<file path="src/rtl/reg_access_master.sv">
// Register access initiator: sequences load/check/write/read strobes to the channel.
// Optional REG_ACCESS_SKIP_LOAD_EN caches the last legal register number to skip LOAD/CHECK.
module reg_access_master #(
    parameter int RD_LATENCY    = 1,
    parameter int ERR_CNT_WIDTH = 16
) (
    input  logic                     clk,
    input  logic                     reset,
    input  logic                     cnt_clear,
    input  logic                     cmd_valid,
    output logic                     cmd_ready,
    input  logic                     cmd_write,
    input  logic [31:0]              cmd_reg_num,
    input  logic [31:0]              cmd_wdata,
    output logic                     rsp_valid,
    input  logic                     rsp_ready,
    output logic [31:0]              rsp_rdata,
    output logic                     rsp_error,
    output logic [31:0]              reg_rx_data,
    output logic                     reg_num_le,
    output logic                     reg_wr_en,
    output logic                     reg_rd_en,
    input  logic [31:0]              reg_tx_data,
    input  logic                     reg_illegal_reg_num,
    output logic [15:0]              txn_count,
    output logic [ERR_CNT_WIDTH-1:0] err_count
);

    typedef enum logic [2:0] {
        IDLE,
        LOAD,
        CHECK,
        ACCESS,
        RDWAIT,
        RESP
    } state_t;

    localparam logic [2:0] WAIT_LAST = 3'(RD_LATENCY - 1);

    state_t      state;
    state_t      state_nxt;
    logic        wr_q;
    logic [31:0] wdata_q;
    logic [2:0]  wait_cnt;
    logic        hit;
    logic        cmd_fire;
    logic        rsp_fire;

    assign cmd_ready  = (state == IDLE) && !reset;
    assign rsp_valid  = (state == RESP);
    assign reg_num_le = (state == LOAD);
    assign reg_wr_en  = (state == ACCESS) && wr_q;
    assign reg_rd_en  = (state == ACCESS) && !wr_q;
    assign cmd_fire   = cmd_valid && cmd_ready;
    assign rsp_fire   = rsp_valid && rsp_ready;

`ifdef REG_ACCESS_SKIP_LOAD_EN
    logic        cache_vld;
    logic [31:0] cache_num;
    logic [31:0] num_q;

    assign hit = cache_vld && (cmd_reg_num == cache_num);

    // A number that passed CHECK stays loaded in the channel until the next LOAD
    always_ff @(posedge clk) begin
        if (reset) begin
            cache_vld <= 1'b0;
            cache_num <= '0;
            num_q     <= '0;
        end else begin
            if (cmd_fire) begin
                num_q <= cmd_reg_num;
            end
            if (state == CHECK) begin
                cache_vld <= !reg_illegal_reg_num;
                cache_num <= num_q;
            end
        end
    end
`else
    assign hit = 1'b0;
`endif

    always_comb begin
        state_nxt = state;
        unique case (state)
            IDLE: begin
                if (cmd_fire) begin
                    state_nxt = hit ? ACCESS : LOAD;
                end
            end
            LOAD:   state_nxt = CHECK;
            CHECK:  state_nxt = reg_illegal_reg_num ? RESP : ACCESS;
            ACCESS: state_nxt = wr_q ? RESP : RDWAIT;
            RDWAIT: begin
                if (wait_cnt == WAIT_LAST) begin
                    state_nxt = RESP;
                end
            end
            RESP: begin
                if (rsp_ready) begin
                    state_nxt = IDLE;
                end
            end
            default: state_nxt = IDLE;
        endcase
    end

    always_ff @(posedge clk) begin
        if (reset) begin
            state       <= IDLE;
            wr_q        <= 1'b0;
            wdata_q     <= '0;
            wait_cnt    <= '0;
            reg_rx_data <= '0;
            rsp_rdata   <= '0;
            rsp_error   <= 1'b0;
            txn_count   <= '0;
            err_count   <= '0;
        end else begin
            state <= state_nxt;
            if (cmd_fire) begin
                wr_q      <= cmd_write;
                wdata_q   <= cmd_wdata;
                rsp_rdata <= '0;
                rsp_error <= 1'b0;
                if (!hit) begin
                    reg_rx_data <= cmd_reg_num;
                end else if (cmd_write) begin
                    reg_rx_data <= cmd_wdata;
                end
            end
            if (state == CHECK) begin
                if (reg_illegal_reg_num) begin
                    rsp_error <= 1'b1;
                end else if (wr_q) begin
                    reg_rx_data <= wdata_q;
                end
            end
            if (state == ACCESS) begin
                wait_cnt <= '0;
            end else if (state == RDWAIT) begin
                wait_cnt <= wait_cnt + 3'd1;
            end
            if (state == RDWAIT && wait_cnt == WAIT_LAST) begin
                rsp_rdata <= reg_tx_data;
            end
            // Clear takes priority over a coincident response
            if (cnt_clear) begin
                txn_count <= '0;
                err_count <= '0;
            end else if (rsp_fire) begin
                txn_count <= txn_count + 16'd1;
                if (rsp_error && err_count != {ERR_CNT_WIDTH{1'b1}}) begin
                    err_count <= err_count + 1'b1;
                end
            end
        end
    end

endmodule

</file>
<file path="config.mk">
export PLATFORM = sky130hd
export DESIGN_NAME = reg_access_master
export DESIGN_NICKNAME = d
export VERILOG_FILES = /design/src/rtl/reg_access_master.sv
export SDC_FILE = /design/constraint.sdc
export NUM_CORES = 1
export LEC_CHECK = 0
export ABC_AREA = 1
export CORE_ASPECT_RATIO = 0.7
export CORE_UTILIZATION = 46
export DETAILED_ROUTE_END_ITERATION = 8
export HOLD_SLACK_MARGIN = 0.03
export PLACE_DENSITY = 0.81
export SLEW_MARGIN = 0
export SYNTH_ARGS = -nofsm -noshare
export SYNTH_HDL_FRONTEND = slang
export SYNTH_SLANG_ARGS = --single-unit
</file>
<file path="constraint.sdc">
create_clock -name clk -period 1.77 [get_ports clk]
set_input_delay 0.2655 -clock clk [delete_from_list [all_inputs] [get_ports clk]]
set_output_delay 0.2655 -clock clk [all_outputs]
set_load 0.1 [all_outputs]
</file>
Yosys cells after proc, flatten, opt, wreduce, memory -nomap -nowiden
Index checks and enable logic that the tools add are counted.
- reductions and logical operators: 16
- shift operators: 0
- mux-type cells: 15
- eq/ne operators: 9
- bitwise operators: 0
- add/sub/neg operators: 3
- $lt $le $gt $ge: 0
- multipliers: 0
- divide/modulo/power cells: 0
- operator list (kind ; number):
    $mux 32 ; 6
    $add 16x1->16 const B ; 2
    $pmux 3 s6 ; 1
    $ne 16x16->1 const B ; 1
    $mux 3 ; 4
    $logic_and 1x1->1 ; 7
    $eq 3x2->1 const B ; 2
    $eq 3x3->1 const B ; 2
    $logic_not 3->1 ; 2
    $mux 1 ; 4
    $ne 2x2->1 const B ; 2
    $reduce_or 2->1 ; 2
    $add 3x1->3 const B ; 1
    $eq 3x1->1 const B ; 1
    $reduce_and 3->1 ; 1
    $logic_not 1->1 ; 2
    $ne 2x1->1 const B ; 1
    $reduce_and 2->1 ; 1
    $reduce_bool 2->1 ; 1
- memories: 0
- output and inout port bits: 102
- bits in writable memories: 0
- memory bits (read-only): 0
- input port bits: 103
- bits in registers: 136
- bits in latches: 0

Depth between registers and ports, before layout
- depth after elaboration: 7
- gate-level depth with buffers: 9

Worst setup path before layout
OpenSTA, ideal clock, no wires.
- path type: flip-flop to flip-flop
- start: register state[0]
- end: register state[1]
- setup time: 0.067 ns
- clock period less this slack: 2.907 ns
- data required time: 1.703 ns
- stages on the path, launching flop included: 4
- slack: -1.137 ns
- arrival time: 2.840 ns
- cells stage by stage: dfxtp_1 > inv_1 > nor3_1 > o21a_1
- elaborated cells on any way between the ends: 13
- classes of those cells: eq/ne (8); mux (1); reduce/logical (4)
- RTL lines (element ; RTL line ; RTL):
    from (decl) ; 40 ; state_t state;
    from (signal assigned) ; 121 ; state <= state_nxt;
    $eq 3x1->1 ; - ;
    net reg_num_le ; 20 ; output logic reg_num_le,
    $pmux 3 s6 ; 86 ; unique case (state)
The timed path passes the listed nets, and every way through them passes these cells.
A chain may end at the register's enable or synchronous reset.

Worst setup path in the final report
- start: register state[0]
- end: output port reg_rd_en
- word-level cells in the longest chain between the ends: 2
- RTL lines (element ; RTL line ; RTL):
    $eq 3x2->1 ; 53 ; assign reg_rd_en = (state == ACCESS) && !wr_q;
    $logic_and 1x1->1 ; 53 ;
    to (decl) ; 22 ; output logic reg_rd_en,
No other way between the ends.

==> results.yml <==
setup_path:
  rr_endpoint: "reg_rx_data[19]"
  timing.rr.start: "state[0]"
  end_kind: "primary output"
  cp.required_ns: 1.50
  rrSetupSlack_ns: 0.10
  critPathLaunchType: "register"
  critPathMaxFanout: 4
  arrival_ns: 1.46
  rr_worst_depth: 9
  crit_slowest_cell: "dfxtp_4"
  cp_cell_sequence: "inv_2 > nor3_4 > inv_2 > nor2_4 > buf_12"
  crit_start: "state[0]"
  crit_path_frequent_cell: "inv_2"
  criticalPathCategory: "reg2out"
  max_stage_delay_ns: 0.37
final_layout:
  final_cell_mix: "nand2_1 (204), a21oi_1 (120), dfxtp_1 (107)"
  n_antenna_cell: 0
  fin_nets: 1197
  multi_input_area_um2: 2770
  syn_to_final_growth_pct: 53.4
  layoutNonFillerInstCount: 1265
  final_util: 0.737
  fin_area_um2: 9350
  seq_area_um2: 2770
  final_common_cell: "nand2_1"
  n_fill_cell: 1016
  drive_above_1_share: 0.195
drt:
  wire_per_inst_um: 13.8
  ant_nets: 0
  route.detailed.drc: 0
  vias: 6511
  drtIter0Drc: 373
  postRouteWirelength_um: 17500
  via_per_inst: 5.15
  drtPass1Iterations: 5
synthesis:
  synth_area_um2: 6090
  netlist_instances: 886
  synth_xor_area_frac: 0.00431
  synthAdderAreaFrac: 0.00822
  synthSimpleGateAreaFrac: 0.267
  synth-compound-area-share: 0.169
  syn_avg_cell_area_um2: 6.87
  synth_top_family_by_area: "simple AND/OR/NAND/NOR gates"
  seq_area_frac_synth: 0.447
  ys_warn_count: 0
  ys_ff_latch: 136
  muxShareOfSynthArea: 0
  synth_cell_type_count: 29
  synthesis.nets: 993
global_routing:
  grt_first_pass_wirelength_um: 29300
  grt_pass1_vias: 6168
  grt.total_usage: 0.263
  overflow: 0
  antenna_found_initial: 0
  grt_max_degree: 71
run:
  cap_violations: 0
sta:
  tightestPinTransition_ns: 0.452
  final-max-slew-violation-count: 0
  slew_headroom: 0.698
  hold_viol_final: 0
  fin_crit_ns: 1.72
  fmax_mhz: 580
  finalClockSkew_ns: 0.0161
  fin_crit_sh: 0.973
  timing.hold.ws_ns: 0.358
  setup_viol: 0
  rsz0062_at_grt: "yes"
die:
  fp-row-count: 34
  die-area_um2: 13700
  initial_core_util: 0.480
  core_um2: 12700
  num_io_pins: 205
  die_y_um: 98.3
  die_width_um: 140
clocking:
  holdBufCountCts: 0
  cts.reportedPaths.clkPinSlew_ns: 0.06
  cts_tree: "done"
  cts_sinks: 136
  htreeDepth: 4
  clk_latency_ns: 0.41
  cts_buffers: 17
  clockBufferDepth: 2
  root_buffer: "clkbuf_16"
placed_design:
  place.gp.congestion: 0.898
  placed_area_um2: 8710
  hpwlAfterDp_um: 12200
  dp.cells: 1230
  io_buffers: 204
min_path:
  hold_depth: 5
  holdPathEnd: "wdata_q[1]"
  hp-start: "reset"
  hp-class: "in2reg"
pwr:
  power_leakage_nw: 3.98
  power.density_nw_per_um2: 1140
  ir_drop_mv: 0.967
run_status:
  status: "finished, final reports clean"
==> what timing repair did <==
action                                  in CTS  in global routing
endpoints found under the setup margin       2                 58
buffers inserted                             0                  3
gates resized for setup                      7                  5
pin swaps                                    1                  2
==> critical path: cells and delay by family (launching register included) <==
family,cells,cell delay [ns]
flip-flops,1,0.37
buffers and inverters,3,0.34
AND/OR/NAND/NOR,2,0.34
==> logic make-up (layout without fill, tap and decap cells) <==
| logic type | after synthesis | in the layout |
|---|---|---|
| compound gates | 203 | 203 |
| xor+xnor | 3 | 3 |
| fa+ha+maj | 4 | 4 |
| buf+inv | 160 | 377 |
| flops | 136 | 136 |
| simple gates | 380 | 380 |
==> sequential cells by signal (all words and copies together) (netlist names) <==
| name | count |
|---|---|
| err_count | 16 |
| reg_rx_data | 32 |
| rsp_error | 1 |
| rsp_rdata | 32 |
| state | 3 |
| txn_count | 16 |
| wait_cnt | 3 |
| wdata_q | 32 |
| wr_q | 1 |
==> power breakdown <==
group	total [mW]	switching (mW)	internal (mW)
Clock	3.54	1.44	2.11
Combinational	3.48	2.49	0.983
Sequential	3.61	0.183	3.43
==> synth_stat cells (all sizes together) <==
cell type / count / share of area
xnor2: 1 / 0.0014
nor3: 9 / 0.011
nand2: 205 / 0.13
buf: 25 / 0.021
o21a: 2 / 0.0025
xor2: 2 / 0.0029
nand3: 84 / 0.069
inv: 111 / 0.068
o21bai: 1 / 0.0012
a211oi: 3 / 0.0037
dfxtp: 136 / 0.45
ha: 4 / 0.0082
clkbuf: 23 / 0.014
nand4: 9 / 0.010
nand3b: 3 / 0.0037
and3: 1 / 0.0010
o21ai: 77 / 0.063
clkinv: 1 / 0.00062
a21oi: 120 / 0.099
or2: 1 / 0.0010
nor2: 68 / 0.045
==> worst max-delay path by stage <==
stage                           end  slack [ns]  cells after the start
finish                    reg_rd_en        0.05                      5
floorplan             txn_count[14]       0.007                      7
global route              reg_wr_en       -0.02                      5
global placement    reg_rx_data[19]        0.01                      9
detailed placement   reg_rx_data[2]       -0.04                      9
CTS                       cmd_ready        0.02                      4
==> layout make-up <==
| cell class | count | area share |
|---|---|---|
| Timing Repair Buffer | 233 | 0.277 |
| Sequential cell | 136 | 0.296 |
| Clock inverter | 15 | 0.0178 |
| Tap cell | 162 | 0.0217 |
| Multi-Input combinational cell | 590 | 0.297 |
| Clock buffer | 17 | 0.0455 |
| Inverter | 112 | 0.0454 |
==> layer usage <==
metal | track usage | vias up | share of wire
met2 | 0.411 | 248 | 0.44
met3 | 0.0814 | 24 | 0.085
li1 | - | 3276 | -
met1 | 0.345 | 2963 | 0.46
met4 | 0.0888 | 0 | 0.016
met5 | 0 | - | 0
==> metrics by stage <==
stage          setup TNS, ns  setup WS, ns  power [mW]
3_5_place_dp          -0.198       -0.0382        7.11
6_report                   0        0.0473        10.6
5_1_grt               -0.110       -0.0218        11.1
3_3_place_gp               0        0.0130        7.06
2_1_floorplan              0       0.00672        6.08
4_1_cts                    0        0.0196        10.7
(Power assumes the default switching activity.)
==> edit (config.mk and constraints unchanged) <==
The option `REG_ACCESS_SKIP_LOAD_EN` is turned on by a define.
--- a/src/rtl/reg_access_master.sv
+++ b/src/rtl/reg_access_master.sv
@@ -2,2 +2,4 @@
 // Optional REG_ACCESS_SKIP_LOAD_EN caches the last legal register number to skip LOAD/CHECK.
+`define REG_ACCESS_SKIP_LOAD_EN
+
 module reg_access_master #(
Check against the original RTL: not equivalent (a bounded check fails within 10 cycles, from zero or initial values and one cycle with reset high).
==> edit against the original RTL <==
Area after synthesis is 55% higher. Sequential cell count rose by 65. Setup slack got worse by 270 ps. Highest routed layer unchanged. Critical path type is now flop to flop. Power rose by 13%. Largest power group is now the clock network. Critical path depth rose by 7. First-iteration DRC count rose to 3.6 times the old value. Design area rose by 58%. Routed wire length is 99% higher. Sequential power rose by 35%. Combinational power fell by 41%. Largest cell class unchanged. The run now ends with negative setup slack left.
==> edit: results <==
{
  "run_status": "complete, but fails checks",
  "violations": "negative setup slack",
  "worstHoldPathType": "input port to flop",
  "grtUsageMet3_pct": 5.212,
  "clk_path_buf_depth": 3,
  "hpwl_um": 20680,
  "tightest_slew_ps": 547.5,
  "setup_viol": 38,
  "htreeDepth": 1,
  "drive_above_1_share_pct": 28.49,
  "startpoint": "cache_num[17]",
  "fin_nets": 1654,
  "grt_max_degree": 84,
  "fillers": 1274,
  "switchingPower_mw": 3.331,
  "hold_depth": 3,
  "synth_nets": 1408,
  "first_pass_iters": 5,
  "dpl_cell_area_mm2": 0.01281,
  "cp_max_fo": 7,
  "worst_hold_slack_ps": 113.3,
  "first_iter_violations": 1325,
  "setup_tns_ps": -6181,
  "p_leak_nw": 5.813,
  "wl_per_cell_um": 18.99,
  "port-buffer-count": 204,
  "route.met2.wl_um": 15710,
  "fin_worst_skew_ps": 11.72,
  "via_per_inst": 5.878,
  "holdPathEnd": "num_q[28]",
  "use_met1_pct": 38.46,
  "clk_latency_ps": 510,
  "synth_common_cells": "nand2_1, nand3_1, dfxtp_1",
  "synthDistinctLibCells": 40,
  "place_ws_ps": -507.1,
  "num_vias": 10781,
  "grt_pass1_wl_um": 47980,
  "syn-instance-count": 1301,
  "vdd_drop_max_uv": 612.4,
  "cp.arrival_ps": 2390,
  "synth.area.top_cells": "dfxtp_1, nand3_1, nand2_1, a21oi_1, o21ai_0",
  "min-delay-start": "cmd_reg_num[28]",
  "topRoutingLayerUsed": "met4",
  "setup_slack_ps": -222.3,
  "ys_seq_area_share_pct": 42.56,
  "crit_family": "simple AND/OR/NAND/NOR gates",
  "cpMaxStageDelayCell": "dfxtp_1",
  "track_usage_pct": 27.73,
  "grt_pass1_vias": 9452,
  "gp_congestion": 0.9207,
  "max_stage_delay_ps": 350,
  "reg2reg_depth": 12,
  "yosys_warnings": 0,
  "cts_buffers": 21,
  "m1WireLength_um": 14180,
  "grtUsageMet2_pct": 43.83,
  "reg2reg_to": "reg_rx_data[0]",
  "dp_cells": 1766,
  "met3_length_um": 3629,
  "antenna_found_initial": 3
}
-- edit: cell count changes after synthesis, sizes merged, moves of 11 or more --
cell    unedited run  this run
a21oi            120       162
buf               25        46
clkbuf            23        39
dfxtp            136       201
inv              111       100
mux2i              0        32
nand2            205       239
nand3             84       211
o21ai             77       110
o21bai             1        33
-- edit: final cells by class --
| cell class | instances | area [µm²] | area share [%] |
|---|---|---|---|
| multi-input combinational | 914 | 5340 | 36.23 |
| sequential | 201 | 4110 | 27.89 |
| timing repair buffer | 308 | 3749 | 25.44 |
| clock buffer | 28 | 624.3 | 4.236 |
| inverter | 101 | 402.9 | 2.734 |
| tap | 270 | 337.8 | 2.292 |
| clock inverter | 10 | 168.9 | 1.146 |
| antenna | 2 | 5.005 | 0.03396 |
-- edit: cells by family after synthesis --
family	after synthesis	synth area share, %
xor+xnor	12	1.112
compound gates	318	18.07
fa+ha+maj	4	0.5294
mux	32	3.388
flops	201	42.56
simple gates	548	25.93
buf+inv	186	8.417
-- edit: what timing repair did --
item                       in CTS  in global routing
pin swaps                       3                 45
hold buffers                    0                  0
resized for setup              17                185
setup endpoints to repair      12                 73
setup buffers                  10                 12
cloned                          0                  6
-- edit: how the worst max path moves through the flow --
stage                                 end  slack (ps)  cells past startpoint
after floorplan           reg_rx_data[14]         -90                     10
after global placement     reg_rx_data[0]        -430                     10
after detailed placement   reg_rx_data[5]        -510                     11
after CTS                       reg_wr_en         -40                      5
after global routing      reg_rx_data[28]        -210                     12
final                      reg_rx_data[0]        -220                     12
-- edit: power by group through the flow --
stage	Clock, mW	Combinational (mW)	Sequential (mW)
2_1_floorplan	0	0.725	5.24
3_3_place_gp	0	1.73	4.96
3_5_place_dp	0	1.76	4.97
4_1_cts	5.06	1.80	4.87
5_1_grt	5.27	2.14	4.91
6_report	5.06	2.04	4.89
